### src/rtl/mem_stage_pkg.sv
// Shared types for the memory-access stage: decoded instruction, register pair,
// FSM state encoding and the trap cause codes this stage can raise.
package mem_stage_pkg;

   typedef struct packed {
      logic lb;
      logic lh;
      logic lw;
      logic lbu;
      logic lhu;
      logic sb;
      logic sh;
      logic sw;
   } mem_op_t;

   typedef struct packed {
      logic [31:0] pc;
      logic [31:0] imm;
      logic        addi;
      logic        add;
      mem_op_t     mem;
   } instructions;

   typedef struct packed {
      logic [31:0] rs1;
      logic [31:0] rs2;
   } regvpair;

   typedef enum logic [1:0] {IDLE, REQ, WAIT, DONE} mem_state_t;

   localparam logic [3:0] CAUSE_LOAD_MISALIGNED  = 4'd4;
   localparam logic [3:0] CAUSE_STORE_MISALIGNED = 4'd6;

   function automatic logic is_mem_op(input mem_op_t op);
      return |op;
   endfunction

endpackage

### src/rtl/mem_stage_align.sv
// Byte-lane steering for stores and lane extraction/extension for loads,
// plus misalignment detection. Purely combinational.
module mem_align
   import mem_stage_pkg::*;
(
   input  mem_op_t     op,
   input  logic [1:0]  addr_lo,
   input  logic [31:0] rs2,
   input  logic [31:0] rdata,
   output logic [3:0]  wstrb,
   output logic [31:0] wdata,
   output logic        is_load,
   output logic        is_store,
   output logic        misaligned,
   output logic [3:0]  cause,
   output logic [31:0] load_data
);

   logic [31:0] shifted;

   always_comb begin
      is_load    = op.lb | op.lh | op.lw | op.lbu | op.lhu;
      is_store   = op.sb | op.sh | op.sw;
      misaligned = ((op.lh | op.lhu | op.sh) & addr_lo[0]) |
                   ((op.lw | op.sw) & (addr_lo != 2'b00));
      cause      = is_load ? CAUSE_LOAD_MISALIGNED : CAUSE_STORE_MISALIGNED;

      wstrb = 4'b0000;
      wdata = 32'h0;
      if (op.sb) begin
         wstrb = 4'b0001 << addr_lo;
         wdata = {4{rs2[7:0]}};
      end else if (op.sh) begin
         wstrb = 4'b0011 << addr_lo;
         wdata = {2{rs2[15:0]}};
      end else if (op.sw) begin
         wstrb = 4'b1111;
         wdata = rs2;
      end

      shifted   = rdata >> {addr_lo, 3'b000};
      load_data = 32'h0;
      if (op.lb)       load_data = {{24{shifted[7]}}, shifted[7:0]};
      else if (op.lbu) load_data = {24'h0, shifted[7:0]};
      else if (op.lh)  load_data = {{16{shifted[15]}}, shifted[15:0]};
      else if (op.lhu) load_data = {16'h0, shifted[15:0]};
      else if (op.lw)  load_data = rdata;
   end

endmodule

### src/rtl/mem_stage.sv
// Memory-access stage: one request/response transaction per load/store,
// pass-through of the ALU result otherwise, registered completion pulse.
module mem_stage
   import mem_stage_pkg::*;
(
   input  logic        clk,
   input  logic        rstn,
   input  logic        enabled,
   input  instructions instr,
   input  regvpair     register,
   input  logic [31:0] alu_result,
   output logic        completed,
   output logic [31:0] result,
   output logic        exception,
   output logic [3:0]  cause,
   output logic [31:0] tval,
   output logic        mem_req_valid,
   input  logic        mem_req_ready,
   output logic [31:0] mem_addr,
   output logic        mem_we,
   output logic [3:0]  mem_wstrb,
   output logic [31:0] mem_wdata,
   input  logic        mem_resp_valid,
   input  logic [31:0] mem_rdata
);

   mem_state_t  state;
   mem_op_t     op_q;
   logic [1:0]  addr_lo_q;

   mem_op_t     op_cur;
   logic [1:0]  lo_cur;
   logic [3:0]  al_wstrb;
   logic [31:0] al_wdata;
   logic        al_is_load;
   logic        al_is_store;
   logic        al_misaligned;
   logic [3:0]  al_cause;
   logic [31:0] al_load_data;

   logic unused_fields;
   assign unused_fields = ^{instr.pc, instr.imm, instr.addi, instr.add, register.rs1};

   // In IDLE the aligner sees the incoming op; afterwards it sees the latched one.
   assign op_cur = (state == IDLE) ? instr.mem : op_q;
   assign lo_cur = (state == IDLE) ? alu_result[1:0] : addr_lo_q;

   mem_align u_align (
      .op         (op_cur),
      .addr_lo    (lo_cur),
      .rs2        (register.rs2),
      .rdata      (mem_rdata),
      .wstrb      (al_wstrb),
      .wdata      (al_wdata),
      .is_load    (al_is_load),
      .is_store   (al_is_store),
      .misaligned (al_misaligned),
      .cause      (al_cause),
      .load_data  (al_load_data)
   );

   always_ff @(posedge clk or negedge rstn) begin
      if (!rstn) begin
         state         <= IDLE;
         op_q          <= '0;
         addr_lo_q     <= 2'b00;
         completed     <= 1'b0;
         result        <= 32'h0;
         exception     <= 1'b0;
         cause         <= 4'h0;
         tval          <= 32'h0;
         mem_req_valid <= 1'b0;
         mem_addr      <= 32'h0;
         mem_we        <= 1'b0;
         mem_wstrb     <= 4'h0;
         mem_wdata     <= 32'h0;
      end else begin
         case (state)
            IDLE: begin
               completed <= 1'b0;
               if (enabled) begin
                  if (!is_mem_op(instr.mem)) begin
                     result    <= alu_result;
                     exception <= 1'b0;
                     cause     <= 4'h0;
                     tval      <= 32'h0;
                     completed <= 1'b1;
                     state     <= DONE;
                  end else if (al_misaligned) begin
                     result    <= 32'h0;
                     exception <= 1'b1;
                     cause     <= al_cause;
                     tval      <= alu_result;
                     completed <= 1'b1;
                     state     <= DONE;
                  end else begin
                     op_q          <= instr.mem;
                     addr_lo_q     <= alu_result[1:0];
                     mem_req_valid <= 1'b1;
                     mem_addr      <= {alu_result[31:2], 2'b00};
                     mem_we        <= al_is_store;
                     mem_wstrb     <= al_wstrb;
                     mem_wdata     <= al_wdata;
                     state         <= REQ;
                  end
               end
            end
            REQ: begin
               if (mem_req_ready) begin
                  mem_req_valid <= 1'b0;
                  state         <= WAIT;
               end
            end
            WAIT: begin
               if (mem_resp_valid) begin
                  result    <= al_is_load ? al_load_data : 32'h0;
                  exception <= 1'b0;
                  cause     <= 4'h0;
                  tval      <= 32'h0;
                  completed <= 1'b1;
                  state     <= DONE;
               end
            end
            DONE: begin
               completed <= 1'b0;
               state     <= IDLE;
            end
            default: state <= IDLE;
         endcase
      end
   end

endmodule
### config.mk
export PLATFORM = sky130hd
export DESIGN_NAME = mem_stage
export DESIGN_NICKNAME = d
export VERILOG_FILES = /design/src/rtl/mem_stage_pkg.sv /design/src/rtl/mem_stage_align.sv /design/src/rtl/mem_stage.sv
export SDC_FILE = /design/constraint.sdc
export NUM_CORES = 1
export LEC_CHECK = 0
export CAP_MARGIN = 20
export CORE_AREA = 2 2 145 147
export DETAILED_ROUTE_END_ITERATION = 10
export DIE_AREA = 0 0 147 149
export PLACE_DENSITY = 0.77
export SETUP_SLACK_MARGIN = 0.15
export SYNTH_ARGS = -nofsm -noshare
export SYNTH_HDL_FRONTEND = slang
export SYNTH_SLANG_ARGS = --single-unit
export TNS_END_PERCENT = 100
### constraint.sdc
create_clock -name clk -period 2.1 [get_ports clk]
set_input_delay 0.21 -clock clk [delete_from_list [all_inputs] [get_ports clk]]
set_output_delay 0.21 -clock clk [all_outputs]
set_load 0.005 [all_outputs]
== Yosys cells after proc, flatten, opt, wreduce, memory -nomap -nowiden ==
Cells that the tools add are included.
Word-level totals
  register bits after elaboration: 150
Cells by class
  bitwise gates (word level): 13
  reductions and logical operators: 11
  eq/ne operators: 9
  shift operators: 3
  muxes and demuxes: 51
Operators by type and width (count)
  $mux W32: 17
  $pmux W32 S2: 2
  $shr A32 B5 Y16: 1
  $mux W4: 7
  $mux W2: 7
  $mux W1: 12
  $or A1 B1 Y1: 10
  $mux W8: 1
  $ne A2 B2 Y1 const B: 4
  $pmux W2 S4: 1
  $pmux W4 S2: 1
  $reduce_and A4 Y1: 2
  $reduce_or A8 Y1: 1
  $reduce_bool A2 Y1: 3
  $reduce_and A5 Y1: 1
  $eq A2 B2 Y1 const B: 2
  $pmux W1 S2: 2
  $shl A1 B2 Y4 const A: 1
  $shl A2 B2 Y4 const A: 1
  $ne A3 B3 Y1 const B: 1
  $pmux W1 S3: 1
  $reduce_and A3 Y1: 1
  $reduce_bool A3 Y1: 1
  $and A1 B1 Y1: 2
  other kinds (5): 5

== Logic depth before layout (Yosys ltp) ==
  word-level depth: 11
  gate-level depth with buffers: 12

== Cells and area by module ==
From an unflattened synthesis, not the netlist that was laid out.
Second synthesis, totals
  cells, all modules: 716
  area total of the unflattened synthesis: 7867.5 µm²
Modules (own cells, without submodules)
  mem_stage: area an instance 6422.4 µm², cells each 475, sequential area each 3753.6 µm², instances 1
  mem_align: area an instance 1445.1 µm², cells each 241, sequential area each 0.0 µm², instances 1

== Worst setup path after synthesis ==
No wires, ideal clock.
  kind: flip-flop to flip-flop
  from: register state[1]
  to: register mem_we
  period minus slack after synthesis: 2.332 ns
  buffers on the path: 4
  setup slack: -0.232 ns
  arrival time: 2.207 ns
  stages on the path, launching flop included: 11
  path through: dfrtp_1 > inv_1 > ha_1 > buf_6 > buf_8 > buf_6 > buf_6 > mux2_4 > nor2_2 > nand2_2 > mux2_2
Between the ends
  cells in the longest elaborated chain, start to end: 8
  elaborated cells between the ends (all ways): 14
  classes of those cells: mux (2); bitwise (9); reduce/logical (3)
Ends and longest elaborated chain
  start: declaration: RTL line mem_stage.sv:27  | mem_state_t state;
  start signal: assignment: RTL line mem_stage.sv:64  | state <= IDLE;
  start signal: assignment: RTL line mem_stage.sv:88  | state <= DONE;
  start signal: assignment: RTL line mem_stage.sv:95  | state <= DONE;
  $logic_not A2 Y1 (*): RTL line mem_stage.sv:45, mem_stage.sv:46, mem_stage.sv:78
  $mux W8: RTL line mem_stage.sv:45  | assign op_cur = (state == IDLE) ? instr.mem : op_q;
  $or A1 B1 Y1 (2 in series): RTL line mem_stage_align.sv:24  | misaligned = ((op.lh | op.lhu | op.sh) & addr_lo[0]) |
  $and A1 B1 Y1: RTL line mem_stage_align.sv:24
  $or A1 B1 Y1: RTL line mem_stage_align.sv:24
  $not A1 Y1 (no source line)
  $reduce_and A4 Y1 (no source line)
  end signal: assignment: RTL line mem_stage.sv:101  | mem_we <= al_is_store;
  end: declaration: RTL line mem_stage.sv:20  | output logic mem_we,
Every way passes the cells marked *; elsewhere a longest branch is shown, timed or not.
A chain may end at the register's enable or synchronous reset.

== Final worst setup path ==
  from: register state[0]
  to: register result[15]
Between the ends
  cells in the longest elaborated chain, start to end: 10
  elaborated cells between the ends (all ways): 29
  classes of those cells: eq/ne (4); shift (1); mux (10); bitwise (10); reduce/logical (4)
Ends and longest elaborated chain
  $logic_not A2 Y1: RTL line mem_stage.sv:45, mem_stage.sv:46, mem_stage.sv:78
  $mux W2 / $mux W8 (equally long branches): RTL line mem_stage.sv:46, mem_stage.sv:45
  $shr A32 B5 Y16 / $mux W32 (equally long branches): RTL line mem_stage_align.sv:41, mem_stage_align.sv:47
  $mux W32: RTL line mem_stage_align.sv:46  | else if (op.lhu) load_data = {16'h0, shifted[15:0]};
  $mux W32: RTL line mem_stage_align.sv:45  | else if (op.lh) load_data = {{16{shifted[15]}}, shifted[15:0]};
  $mux W32: RTL line mem_stage_align.sv:44  | else if (op.lbu) load_data = {24'h0, shifted[7:0]};
  $mux W32: RTL line mem_stage_align.sv:43  | if (op.lb) load_data = {{24{shifted[7]}}, shifted[7:0]};
  $mux W32: RTL line mem_stage.sv:116  | result <= al_is_load ? al_load_data : 32'h0;
  $mux W32: RTL line mem_stage.sv:115  | if (mem_resp_valid) begin
  $pmux W32 S2: RTL line mem_stage.sv:78  | case (state)
  end signal: assignment: RTL line mem_stage.sv:83  | result <= alu_result;
  end signal: assignment: RTL line mem_stage.sv:116
  end: declaration: RTL line mem_stage.sv:13  | output logic [31:0] result,
Parallel ways exist; a longest one is shown, timed or not. The select of a mux whose other input is x is not followed.

==> impl_metrics.toml <==
[setup_path]
critPathTopFamily = "compound AO/OA/AOI/OAI gates"
critPathLaunchType = "flip-flop"
cp_slowest_cell = "a221o_1"
reg2reg_depth = 10
critPathLaunch = "state[0]"
cp-end-kind = "flip-flop"
critical_path_depth = 10
worstSetupPathType = "reg -> reg"
r2r_slack_ns = -0.28
crit_end = "result[15]"
cp_max_fo = 8
worstReg2RegStart = "state[0]"
cp_num_buf_inv = 4
path_cells = "inv_2 -> ha_4 -> buf_12 -> mux2i_4 -> a221o_1 -> buf_4 -> o211ai_4 -> buf_6 -> o2111ai_4 -> o221ai_1"
cp.required_ns = 2.43
arrival_ns = 2.71
reg2reg_to = "result[15]"
max_stage_delay_ns = 0.39

[route]
routed_wl_mm = 29.08
vias = 7574
post_drt_via_cell_ratio = 5.673
post_drt_wl_per_cell_um = 21.78
drc = 0
drtPass1Iterations = 7
drtAntennaViolNets = 0
drt_iter0_markers = 684

[cts]
cts_tree = "yes"
root_buffer = "clkbuf_16"
cts_buffer_depth = 2
path_clk_slew_ns = 0.07
clk_latency_ns = 0.42
cts_inserted_buffers = 17
clock_sinks = 147
htreeDepth = 4

[logic_synthesis]
synth.area.top_cells = "dfrtp_1 48%, mux2_2 6.6%, nand2_1 4.8%, a22o_1 3.7%, o21ai_0 3.3%"
syn_area_per_cell_um2 = 10.78
yosysTopAreaCell = "dfrtp_1"
yosys_warnings = 0
synth-seq-area-share = 0.4812
synth_cells = 709
synthArstFlopShare = 1.000
synth_ff_type = "dfrtp_1"
syn_area_um2 = 7645
ys_types = 72
synth_edf_count = 0
synth_top_area_share = 0.4812
ys_ff_latch = 147

[global_routing]
grt_start_max_net_pins = 54
overflow = 0
grt_pass1_wl_mm = 42.70
antenna_found_initial = 1
grt_pass1_vias = 7669
grtUsageTotal = 0.2505

[timing]
rsz0062_at_grt = "yes"
relSlewSlack = 0.6063
worst_pin_slew_ns = 0.5883
setup_viol_count_final = 146
fin_skew_ns = 0.008690
fin_crit_ns = 2.380
fmax_mhz = 420.2
finalHoldViolCount = 0
worst_slack_ns = -0.2801
fin_crit_sh = 1.133
finalMaxSlewViolations = 0

[worst_hold_path]
hold_path.class = "in -> async"

[power]
leakagePower_nw = 5.214
peakVddDrop_mv = 0.8864
power_density_nw_per_um2 = 1736
total_power_w = 0.02259

[floorplan]
initial_utilization = 0.3719
die-area_um2 = 21900
core_um2 = 20560
fp.dieH_um = 149
pin_count = 347
die_w_um = 147
rows = 53

[cells_and_area]
fin_cells = 1335
fin_util = 0.6329
antenna-diode-count = 0
area_delta_synth_final_pct = 70.18
nets = 1258
drive_gt1_frac = 0.3283

[place]
dp.cells = 1275
post-place-ws_ns = -0.3501
dp_hpwl_mm = 19.53
port_buffers = 244
gp_congestion = 0.8835

[flow_run]
cap_violations = 0

[status]
run_status = "finished, violations left"
violations = "setup timing"
==> registers in the layout, summed over array words and instances (netlist names), 2 cells and up <==
register   count
mem_addr      30
mem_wstrb      4
op_q           8
cause          2
result        32
state          2
mem_wdata     32
tval          32
addr_lo_q      2
==> synth_stat cells (3+ instances only) <==
library cell / instances
nor2_1: 14
nor2b_1: 9
dfrtp_1: 147
buf_2: 20
mux2_2: 45
buf_4: 9
ha_1: 3
a22oi_1: 9
nand2b_1: 18
clkbuf_1: 17
a21oi_1: 26
a22o_1: 32
a222oi_1: 7
inv_1: 5
nand2_1: 97
mux2i_1: 13
o32ai_1: 7
and2_1: 16
a2bb2oi_1: 8
buf_6: 11
a221oi_1: 8
o221ai_1: 16
a31oi_2: 5
a21oi_2: 3
o21ai_0: 51
o31ai_1: 25
a31oi_1: 30
==> worst min path at each step <==
stage / slack, ns / from / depth (start not counted) / endpoint
floorplan: -0.09 / rstn / 0 / addr_lo_q[0]
global placement: 0.22 / rstn / 1 / mem_wdata[12]
detailed placement: 0.22 / rstn / 1 / mem_wdata[11]
CTS: 0.35 / rstn / 2 / mem_wdata[24]
global route: 0.38 / rstn / 2 / mem_wdata[24]
finish: 0.33 / rstn / 2 / mem_wdata[24]
==> report_power, final <==
part           internal, W  switching, W
Clock              0.00164       0.00129
Combinational      0.00770       0.00690
Sequential         0.00418      0.000878
==> per-layer routing <==
metal  share of wire  global-route usage
met4           0.034              0.1048
met1            0.40              0.3107
met2            0.48              0.4127
met3           0.086             0.07187
met5         0.00045                   0
==> cells by family (layout without fill, tap and decap cells) <==
kind of cell	Yosys count	in the layout	synth area share
AO/OA/AOI/OAI	252	252	0.2455
adder cells (fa/ha/maj)	3	3	0.004911
buffers and inverters	65	413	0.05188
flip-flops	147	147	0.4812
multiplexers	64	64	0.09673
other	1	4	0.0004905
AND/OR/NAND/NOR	177	177	0.1193
==> placed cells by master (no fill, tap or decap), types with 6 or more instances in the layout <==
cell type / n
o31ai_4: 10
nand2_2: 10
nor2b_1: 8
nor2_1: 13
a22o_1: 32
dfrtp_1: 147
buf_6: 10
o31ai_2: 11
clkdlybuf4s50_1: 243
nand2b_1: 18
mux2_2: 43
a221oi_1: 8
a22oi_1: 8
mux2i_1: 7
o21ai_2: 7
a31oi_4: 15
o221ai_2: 11
buf_4: 89
o32ai_1: 6
a21oi_1: 20
o21ai_1: 27
and2_1: 16
buf_12: 23
a31oi_1: 17
a222oi_1: 7
mux2i_4: 8
nand2_1: 83
o21ai_0: 17
clkbuf_16: 21
==> what timing repair did <==
item | CTS | global route
pin swaps | 12 | 31
hold buffers | 1 | 0
endpoints found under the setup margin | 146 | 146
gates resized for setup | 66 | 119
setup buffers | 17 | 5
cloned | 2 | 4
endpoints found under the hold margin | 50 | 0
==> stage by stage <==
stage | TNS, ns | hold WS [ns] | cell area [um2]
after detailed placement | -33.30 | 0.2233 | 11180
after global placement | -28.70 | 0.2223 | 11180
after global routing | -37.13 | 0.3790 | 13010
after floorplan | -13.40 | -0.08559 | 7786
after CTS | -21.71 | 0.3464 | 12290
final | -26.11 | 0.3277 | 13010
==> area by class of cell <==
class	count	area, um2
fillers	1555	7547
multi-input cells	500	4509
repair buffers	376	3904
flip-flops and latches	147	3679
clock buffers	17	425.4
well taps	275	344.1
clock inverters	14	126.4
inverters	6	22.52
Power figures use the tool's default switching activity.
